**src/rtl/pushbutton_debouncer.sv**
```systemverilog
// Pushbutton debouncer: produces a clean button level and a bit that toggles once per press.
// Define PUSHBUTTON_SYNC_EN to add a 2-flop synchronizer for asynchronous button pins.
module pushbutton_debouncer #(
  parameter int unsigned DEBOUNCE_CYCLES = 8
) (
  input  logic i_clk,
  input  logic i_rst,
  input  logic i_cg,
  input  logic i_button,
  output logic o_debounced,
  output logic o_toggle
);

  localparam int unsigned CNT_W = ($clog2(DEBOUNCE_CYCLES) > 1) ? $clog2(DEBOUNCE_CYCLES) : 1;
  localparam logic [CNT_W-1:0] CNT_MAX = CNT_W'(DEBOUNCE_CYCLES - 1);

  generate
    if (DEBOUNCE_CYCLES < 1 || DEBOUNCE_CYCLES > 65535) begin : g_bad_param
      $error("pushbutton_debouncer: DEBOUNCE_CYCLES must be in 1..65535");
    end
  endgenerate

  logic             s;
  logic [CNT_W-1:0] cnt;

`ifdef PUSHBUTTON_SYNC_EN
  logic [1:0] sync_q;

  // The synchronizer is gated like everything else, so gated cycles add no samples.
  always_ff @(posedge i_clk or negedge i_rst) begin
    if (!i_rst) begin
      sync_q <= '0;
    end else if (i_cg) begin
      sync_q <= {sync_q[0], i_button};
    end
  end

  assign s = sync_q[1];
`else
  assign s = i_button;
`endif

  // NOTE: non-blocking assignments keep every flop sampling pre-edge values, so the
  // comparison against o_debounced below always sees last cycle's level.
  always_ff @(posedge i_clk or negedge i_rst) begin
    if (!i_rst) begin
      cnt         <= '0;
      o_debounced <= 1'b0;
      o_toggle    <= 1'b0;
    end else if (i_cg) begin
      if (s == o_debounced) begin
        cnt <= '0;
      end else if (cnt == CNT_MAX) begin
        cnt         <= '0;
        o_debounced <= s;
        // Only a debounced press flips the toggle; a release leaves it alone.
        if (s) o_toggle <= ~o_toggle;
      end else begin
        cnt <= cnt + 1'b1;
      end
    end
  end

endmodule

```
**config.mk**
```make
export PLATFORM = sky130hd
export DESIGN_NAME = pushbutton_debouncer
export DESIGN_NICKNAME = d
export VERILOG_FILES = /design/src/rtl/pushbutton_debouncer.sv
export SDC_FILE = /design/constraint.sdc
export NUM_CORES = 1
export LEC_CHECK = 0
export BUFFER_PORTS_ARGS = -buffer_cell sky130_fd_sc_hd__buf_4
export CORE_AREA = 2 2 39 41
export CTS_BUF_LIST = sky130_fd_sc_hd__clkbuf_2 sky130_fd_sc_hd__clkbuf_4 sky130_fd_sc_hd__clkbuf_8
export CTS_CLUSTER_SIZE = 28
export DETAILED_ROUTE_END_ITERATION = 10
export DIE_AREA = 0 0 41 43
export PLACE_DENSITY = 0.37
export SLEW_MARGIN = 20
export SYNTH_ARGS = -nofsm -noshare
export SYNTH_HDL_FRONTEND = slang
export SYNTH_SLANG_ARGS = --single-unit
```
**constraint.sdc**
```tcl
create_clock -name i_clk -period 1.8 [get_ports i_clk]
set_input_delay 0.09 -clock i_clk [delete_from_list [all_inputs] [get_ports i_clk]]
set_output_delay 0.09 -clock i_clk [all_outputs]
set_load 0.02 [all_outputs]
```
# After elaboration in Yosys (flattened, before gate mapping)
# Cells that the tools add are included.
# op_classes
muxes,2
bitwise_logic,2
eq_ne,2
reduce_logical,2
addsub,1
# op_table
operator,n
3-bit two-way mux,2
4-bit AND reduction,1
"3-bit by 1-bit adder with 3-bit output, second input constant",1
"3-bit == test, second input constant",1
3-bit AND reduction,1
1-bit inverter,2
1-bit == test,1
# totals
out_inout_bits,2
elab_cells,12
reg_bits,5
input_bits,4

# Logic depth before layout (Yosys ltp)
# Gate-level depths: netlist of the first run.
# depth
ltp_word,3
mapped_depth,4
ltp_nobuf,4

# Least setup slack after synthesis of the first run
# No wires, ideal clock.
# synth_path
path_kind,register to register
from,register cnt[0]
to,register cnt[0]
t_required_ps,1718
synth_period_minus_slack_ps,1299
path_buffers,0
arrival_ps,1217
slack_ps,501
path_stages_with_launch,5
path_cell_list,dfrtp_1 -> ha_1 -> ha_1 -> or3b_1 -> o22ai_1
# synth_via
elab_chain_cells,3
# synth_rtl
element,line_no,source
start: declaration,24,logic [CNT_W-1:0] cnt;
start signal: assignment,59,cnt <= cnt + 1'b1;
3-bit by 1-bit adder with 3-bit output or 3-bit == test (tied branches),"59, 53",
3-bit two-way mux *,53,end else if (cnt == CNT_MAX) begin
3-bit two-way mux *,51,if (s == o_debounced) begin
# Every way passes the cells marked *; elsewhere a longest branch is shown, timed or not.
# A chain may end at the register's enable or synchronous reset.

# Worst setup path in the final report of the first run
# Ends and elaborated chain as after synthesis.

==> flow_summary.json, run 1 <==
{
  "relSlewSlack_pct": 81.2,
  "wl_per_cell_microns": 9.38,
  "leakage_nw": 0.162,
  "firstDrtPassIters": 2,
  "initial_core_util_pct": 17.7,
  "r2r_end": "cnt[0]",
  "final.setup.tns_ns": 0,
  "synth_cells": 22,
  "ctsLongestPathBuffers": 2,
  "rsz0062_at_grt": "no",
  "port_buffers": 5,
  "clock_sinks": 5,
  "cts_tree": "done",
  "area.growth.synth_to_final_pct": 37.8,
  "rows": 14,
  "root_buffer": "clkbuf_4",
  "fin_ws_ns": 0.416,
  "r2r_start": "cnt[0]",
  "worstSetupEndpointType": "register",
  "drv_slew": 0,
  "reg2reg_depth": 4,
  "finalWeightedCongestion": 0.640,
  "num_vias": 179,
  "drtIter0Drc": 2,
  "yosys.area.top_type": "dfrtp_1",
  "worst_pin_slew_ns": 0.280,
  "path_clk_slew_ns": 0.04,
  "synth.area.top_cells": "dfrtp_1 (51%), ha_1 (10%), xnor2_1 (7.1%)",
  "htree_levels": 1,
  "grt_usage_pct": 7.07,
  "critPathLaunch": "cnt[0]",
  "crit_slowest_cell": "dfrtp_1",
  "path_class": "reg2reg",
  "place_ws_ns": 0.423,
  "arrival_ns": 1.54,
  "viasPerCell": 3.81,
  "ir_drop_mv": 0.315,
  "drive_above_1_share_pct": 32.3,
  "seq_area_frac_synth_pct": 51.0,
  "place_hpwl_microns": 358,
  "worstPathMaxFanout": 4,
  "status": "finished clean",
  "antenna_found_initial": 0,
  "layout_worst_path_cycle_share_pct": 76.9,
  "setup.worst_path.end": "cnt[0]",
  "syn_nets": 28,
  "path_cells": "ha_1, ha_1, or3b_1, o22ai_1",
  "grt_overflow": 0,
  "max_freq_ghz": 0.723,
  "cap_violations": 0,
  "core_area_sq_um": 1380,
  "min_path_type": "in2reg",
  "die_h_microns": 43,
  "io-pin-count": 6,
  "postRouteWirelength_microns": 441,
  "syn-cell-area_sq_um": 245,
  "drc_errors": 0,
  "start_kind": "register",
  "grt_pass1_vias": 192,
  "power-per-cell-area_nw_per_um2": 1090,
  "synth-seq-cells": 5,
  "finalHoldViolCount": 0,
  "fin_skew_ns": 0.000900,
  "syn-mean-instance-area_sq_um": 11.1,
  "synth.distinct_cells": 11,
  "grt_pass1_wl_microns": 759,
  "n_antenna_cell": 0,
  "insertion_delay_ns": 0.24,
  "grt_max_degree": 9,
  "setup_viol": 0,
  "fin_crit_ns": 1.38,
  "p_total_mw": 0.369,
  "die_w_microns": 41,
  "crit_top_cell": "ha_1",
  "ant_nets": 0,
  "synth_top_area_share_pct": 51.0,
  "ys_warn_count": 0,
  "fillers": 143,
  "crit_required_ns": 1.96,
  "rrSetupSlack_ns": 0.42,
  "cp_slowest_stage_delay_ns": 0.39,
  "die_area_sq_um": 1760,
  "layout.nets": 38,
  "cts_inserted_buffers": 3
}
worst max-delay path: cells and delay by family (launching register included):
family	cells	cell delay [ns]
adders and majority gates	2	0.42
AOI/OAI and AO/OA	1	0.11
DFF	1	0.39
and+or+nand+nor	1	0.38
worst min-delay path by stage:
stage	slack, ns	startpoint	endpoint	cells after the start
detailed placement	-0.11	i_rst	o_toggle	1
global placement	-0.10	i_rst	o_toggle	1
CTS	0.09	i_cg	cnt[0]	2
global route	0.11	i_cg	cnt[0]	2
finish	0.1	i_cg	cnt[0]	2
floorplan	-0.21	i_rst	cnt[0]	0
synth_stat cells (all sizes together):
cell type and count:
inv 3, xnor2 2, dfrtp 5, nand2 3, clkbuf 1, o32ai 1
o22ai 2, ha 2, mux2 1, or3b 1, nand4b 1
cells by family (layout without fill, tap and decap cells):
logic type                 Yosys count  count (layout)  synth area share, %
AOI/OAI and AO/OA                    3               3                 8.67
xor gates and xnor gates             2               2                 7.14
adders and majority gates            2               2                 10.2
buffers and inverters                4              13                 6.63
DFF                                  5               5                 51.0
muxes                                1               1                 4.59
and+or+nand+nor                      5               5                 11.7
through the flow:
step | cell area [sq um] | utilization, % | cells | hold slack, ns
finish | 338 | 24.4 | 47 | 0.0973
global route | 338 | 24.4 | 47 | 0.112
CTS | 338 | 24.4 | 47 | 0.0874
detailed placement | 298 | 21.5 | 42 | -0.105
global placement | 298 | 21.5 | 42 | -0.103
floorplan | 245 | - | 22 | -0.206
power by group:
part | total (mW) | leakage, nW | switching, mW | internal (mW)
combinational | 0.0780 | 0.0765 | 0.0380 | 0.0400
sequential | 0.148 | 0.0669 | 0.0148 | 0.133
clock | 0.143 | 0.0184 | 0.0446 | 0.0987
layer usage:
layer,track usage (%),share of wire (%),up-vias
met5,0,0,-
li1,-,-,93
met4,10.0,0,0
met3,1.57,6.1,0
met1,7.54,42,81
met2,9.06,52,5
cells in the final DEF, fill, tap and decap left out:
cell type / netlist / routed
buf_4: 0 / 5
clkbuf_4: 0 / 4
dfrtp_1: 5 / 5
dlygate4sd3_1: 0 / 1
ha_1: 2 / 2
inv_1: 3 / 3
mux2_2: 1 / 1
nand2_1: 3 / 3
nand4b_1: 1 / 1
o22ai_1: 2 / 2
o32ai_1: 1 / 1
or3b_1: 1 / 1
xnor2_1: 2 / 2
state kept, by name, summed over array words and instances, names as in the netlist:
register / count
cnt: 3
o_debounced: 1
o_toggle: 1
final cells by class:
| class | instances | area [sq um] | area share [%] |
|---|---|---|---|
| clock buffers | 4 | 30.0 | 8.89 |
| flip-flops and latches | 5 | 125 | 37.0 |
| well taps | 16 | 20.0 | 5.93 |
| repair buffers | 6 | 47.5 | 14.1 |
| multi-input cells | 13 | 104 | 30.7 |
| inverters | 3 | 11.3 | 3.33 |
repair_timing:
action,CTS,global route
hold endpoints to repair,5,0
setup buffers,0,0
gates resized for setup,0,0
hold buffers,1,0
(Power assumes the default switching activity.)
==> run 2: changes to the inputs <==
==> constraint.sdc (replaced) <==
create_clock -name i_clk -period 1.4 [get_ports i_clk]
set_input_delay 0.07 -clock i_clk [delete_from_list [all_inputs] [get_ports i_clk]]
set_output_delay 0.07 -clock i_clk [all_outputs]
set_load 0.02 [all_outputs]
==> run 2 against run 1 <==
Against the previous run:
- die area unchanged
- non-clock buffer count increased by 1
- clock power increased by 29%
- wire length decreased by 5.2%
- utilization increased by 0.72 points
- clock-buffer cell count unchanged
- final area increased by 3.0%
- first-iteration DRC count increased to 3.0 times the previous value
- critical path depth unchanged
- setup slack got worse by 0.36 ns
- sequential share of layout area decreased by 1.1 points
- critical path type unchanged
- critical endpoint unchanged
==> flow_summary.json, run 2 (same netlist as run 1, synthesis figures left out) <==
{
  "cts_tree": "done",
  "worstSetupEndpointType": "register",
  "htree_levels": 1,
  "grt_max_degree": 9,
  "arrival_ns": 1.50,
  "hold_path_end": "cnt[1]",
  "io-pin-count": 6,
  "die_area_sq_um": 1760,
  "setup_viol": 0,
  "core_area_sq_um": 1380,
  "multi_input_area_sq_um": 106,
  "num_vias": 187,
  "max_freq_ghz": 0.742,
  "final_cells": 48,
  "viasPerCell": 3.90,
  "path_clk_slew_ns": 0.05,
  "cp_slowest_stage_delay_ns": 0.37,
  "ant_nets": 0,
  "fin_util_pct": 25.1,
  "path_buf_inv": 0,
  "cts_inserted_buffers": 3,
  "grt_pass1_wl_microns": 683,
  "p_seq_share_pct": 38.9,
  "relSlewSlack_pct": 83.0,
  "grt_pass1_vias": 179,
  "p_int_mw": 0.355,
  "root_buffer": "clkbuf_4",
  "rsz0062_at_grt": "no",
  "fin_skew_ns": 0.00381,
  "antenna_found_initial": 0,
  "r2r_start": "cnt[0]",
  "worstPathMaxFanout": 4,
  "power-per-cell-area_nw_per_um2": 1380,
  "die_w_microns": 41,
  "p_total_mw": 0.481,
  "ctsLongestPathBuffers": 2,
  "die_h_microns": 43,
  "wl_per_cell_microns": 8.71,
  "regMostFlops": "cnt",
  "finalHoldViolCount": 0,
  "reg2reg_depth": 4,
  "drc_errors": 0,
  "drtIter0Drc": 6,
  "placedCellCount": 42,
  "p_sw_share_pct": 26.1,
  "grt_usage_pct": 6.57,
  "crit_required_ns": 1.56,
  "hold_depth": 2,
  "combPwrFrac_pct": 22.5,
  "finalWeightedCongestion": 0.608,
  "largest_reg_flops": 3,
  "place_hpwl_microns": 335,
  "r2r_end": "cnt[0]",
  "port_buffers": 5,
  "start_kind": "register",
  "area.growth.synth_to_final_pct": 41.8,
  "layout.nets": 39,
  "leakage_nw": 0.164,
  "cp.depth": 4,
  "reg_top3": "cnt x3, o_debounced x1, o_toggle x1",
  "fin_ws_ns": 0.0520,
  "mostFrequentLayoutCell": "buf_4",
  "cap_violations": 0,
  "path_class": "reg2reg",
  "drv_slew": 0,
  "clock_sinks": 5,
  "insertion_delay_ns": 0.24,
  "path_cells": "ha_1, ha_2, or3b_1, o22ai_1",
  "crit_slowest_cell": "dfrtp_1",
  "fillers": 148,
  "min_path_type": "in2reg",
  "drive_above_1_share_pct": 37.5,
  "switchingPower_mw": 0.125,
  "postRouteWirelength_microns": 418,
  "hp-start": "i_cg",
  "seq_area_sq_um": 125,
  "rows": 14,
  "fin_crit_ns": 1.35,
  "layout_worst_path_cycle_share_pct": 96.3,
  "final.setup.tns_ns": 0,
  "critPathTopFamily": "adder cells",
  "layout_common_cells": "buf_4 (6), dfrtp_1 (5), clkbuf_4 (4)",
  "grt_overflow": 0,
  "firstDrtPassIters": 2,
  "rrSetupSlack_ns": 0.05,
  "n_antenna_cell": 0,
  "status": "finished clean",
  "ir_drop_mv": 0.447,
  "p_clk_share_pct": 38.6,
  "initial_core_util_pct": 17.7,
  "place_ws_ns": 0.00498,
  "worst_pin_slew_ns": 0.253
}
run 2: cell count changes in the layout (fill, tap and decap cells not counted), sizes merged:
cell	delta
buf	+1
run 2: repair_timing:
item                                    4_1_cts  5_1_grt
endpoints found under the hold margin         5        0
setup buffers                                 0        1
resized for setup                             1        0
endpoints found under the setup margin        1        1
hold buffers                                  1        0
run 2: routing by layer:
layer / global-route usage, % / up-vias / wire length [microns]
met2: 6.88 / 5 / 205
met4: 10.0 / 0 / 0
met3: 3.14 / 0 / 28
met1: 7.21 / 86 / 184
met5: 0 / - / 0
li1: - / 96 / -
run 2: how the worst max path moves through the flow:
stage | startpoint | endpoint | slack (ns)
2_1_floorplan | cnt[0] | cnt[0] | 0.10
3_3_place_gp | cnt[0] | cnt[0] | 0.04
3_5_place_dp | cnt[0] | cnt[0] | 0.005
4_1_cts | cnt[0] | cnt[0] | 0.03
5_1_grt | cnt[0] | cnt[0] | 0.003
6_report | cnt[0] | cnt[0] | 0.05
run 2: power by group through the flow:
stage	logic [mW]	clock network, mW	registers [mW]
floorplan	0.0519	0	0.200
global placement	0.0960	0	0.189
detailed placement	0.0982	0	0.191
CTS	0.102	0.196	0.188
global route	0.119	0.207	0.191
finish	0.108	0.185	0.187
run 2: final cells by class:
type                       instances  area share (%)
clock buffer                       4            8.63
inverter                           3            3.24
timing repair buffer               7            15.8
tap                               16            5.76
multi-input combinational         13            30.6
sequential                         5            36.0
run 2: per-stage QoR:
stage          area (sq um)  hold WS [ns]
2_1_floorplan           245        -0.226
3_3_place_gp            298        -0.123
3_5_place_dp            298        -0.121
4_1_cts                 340        0.0644
5_1_grt                 348        0.0771
6_report                348        0.0764
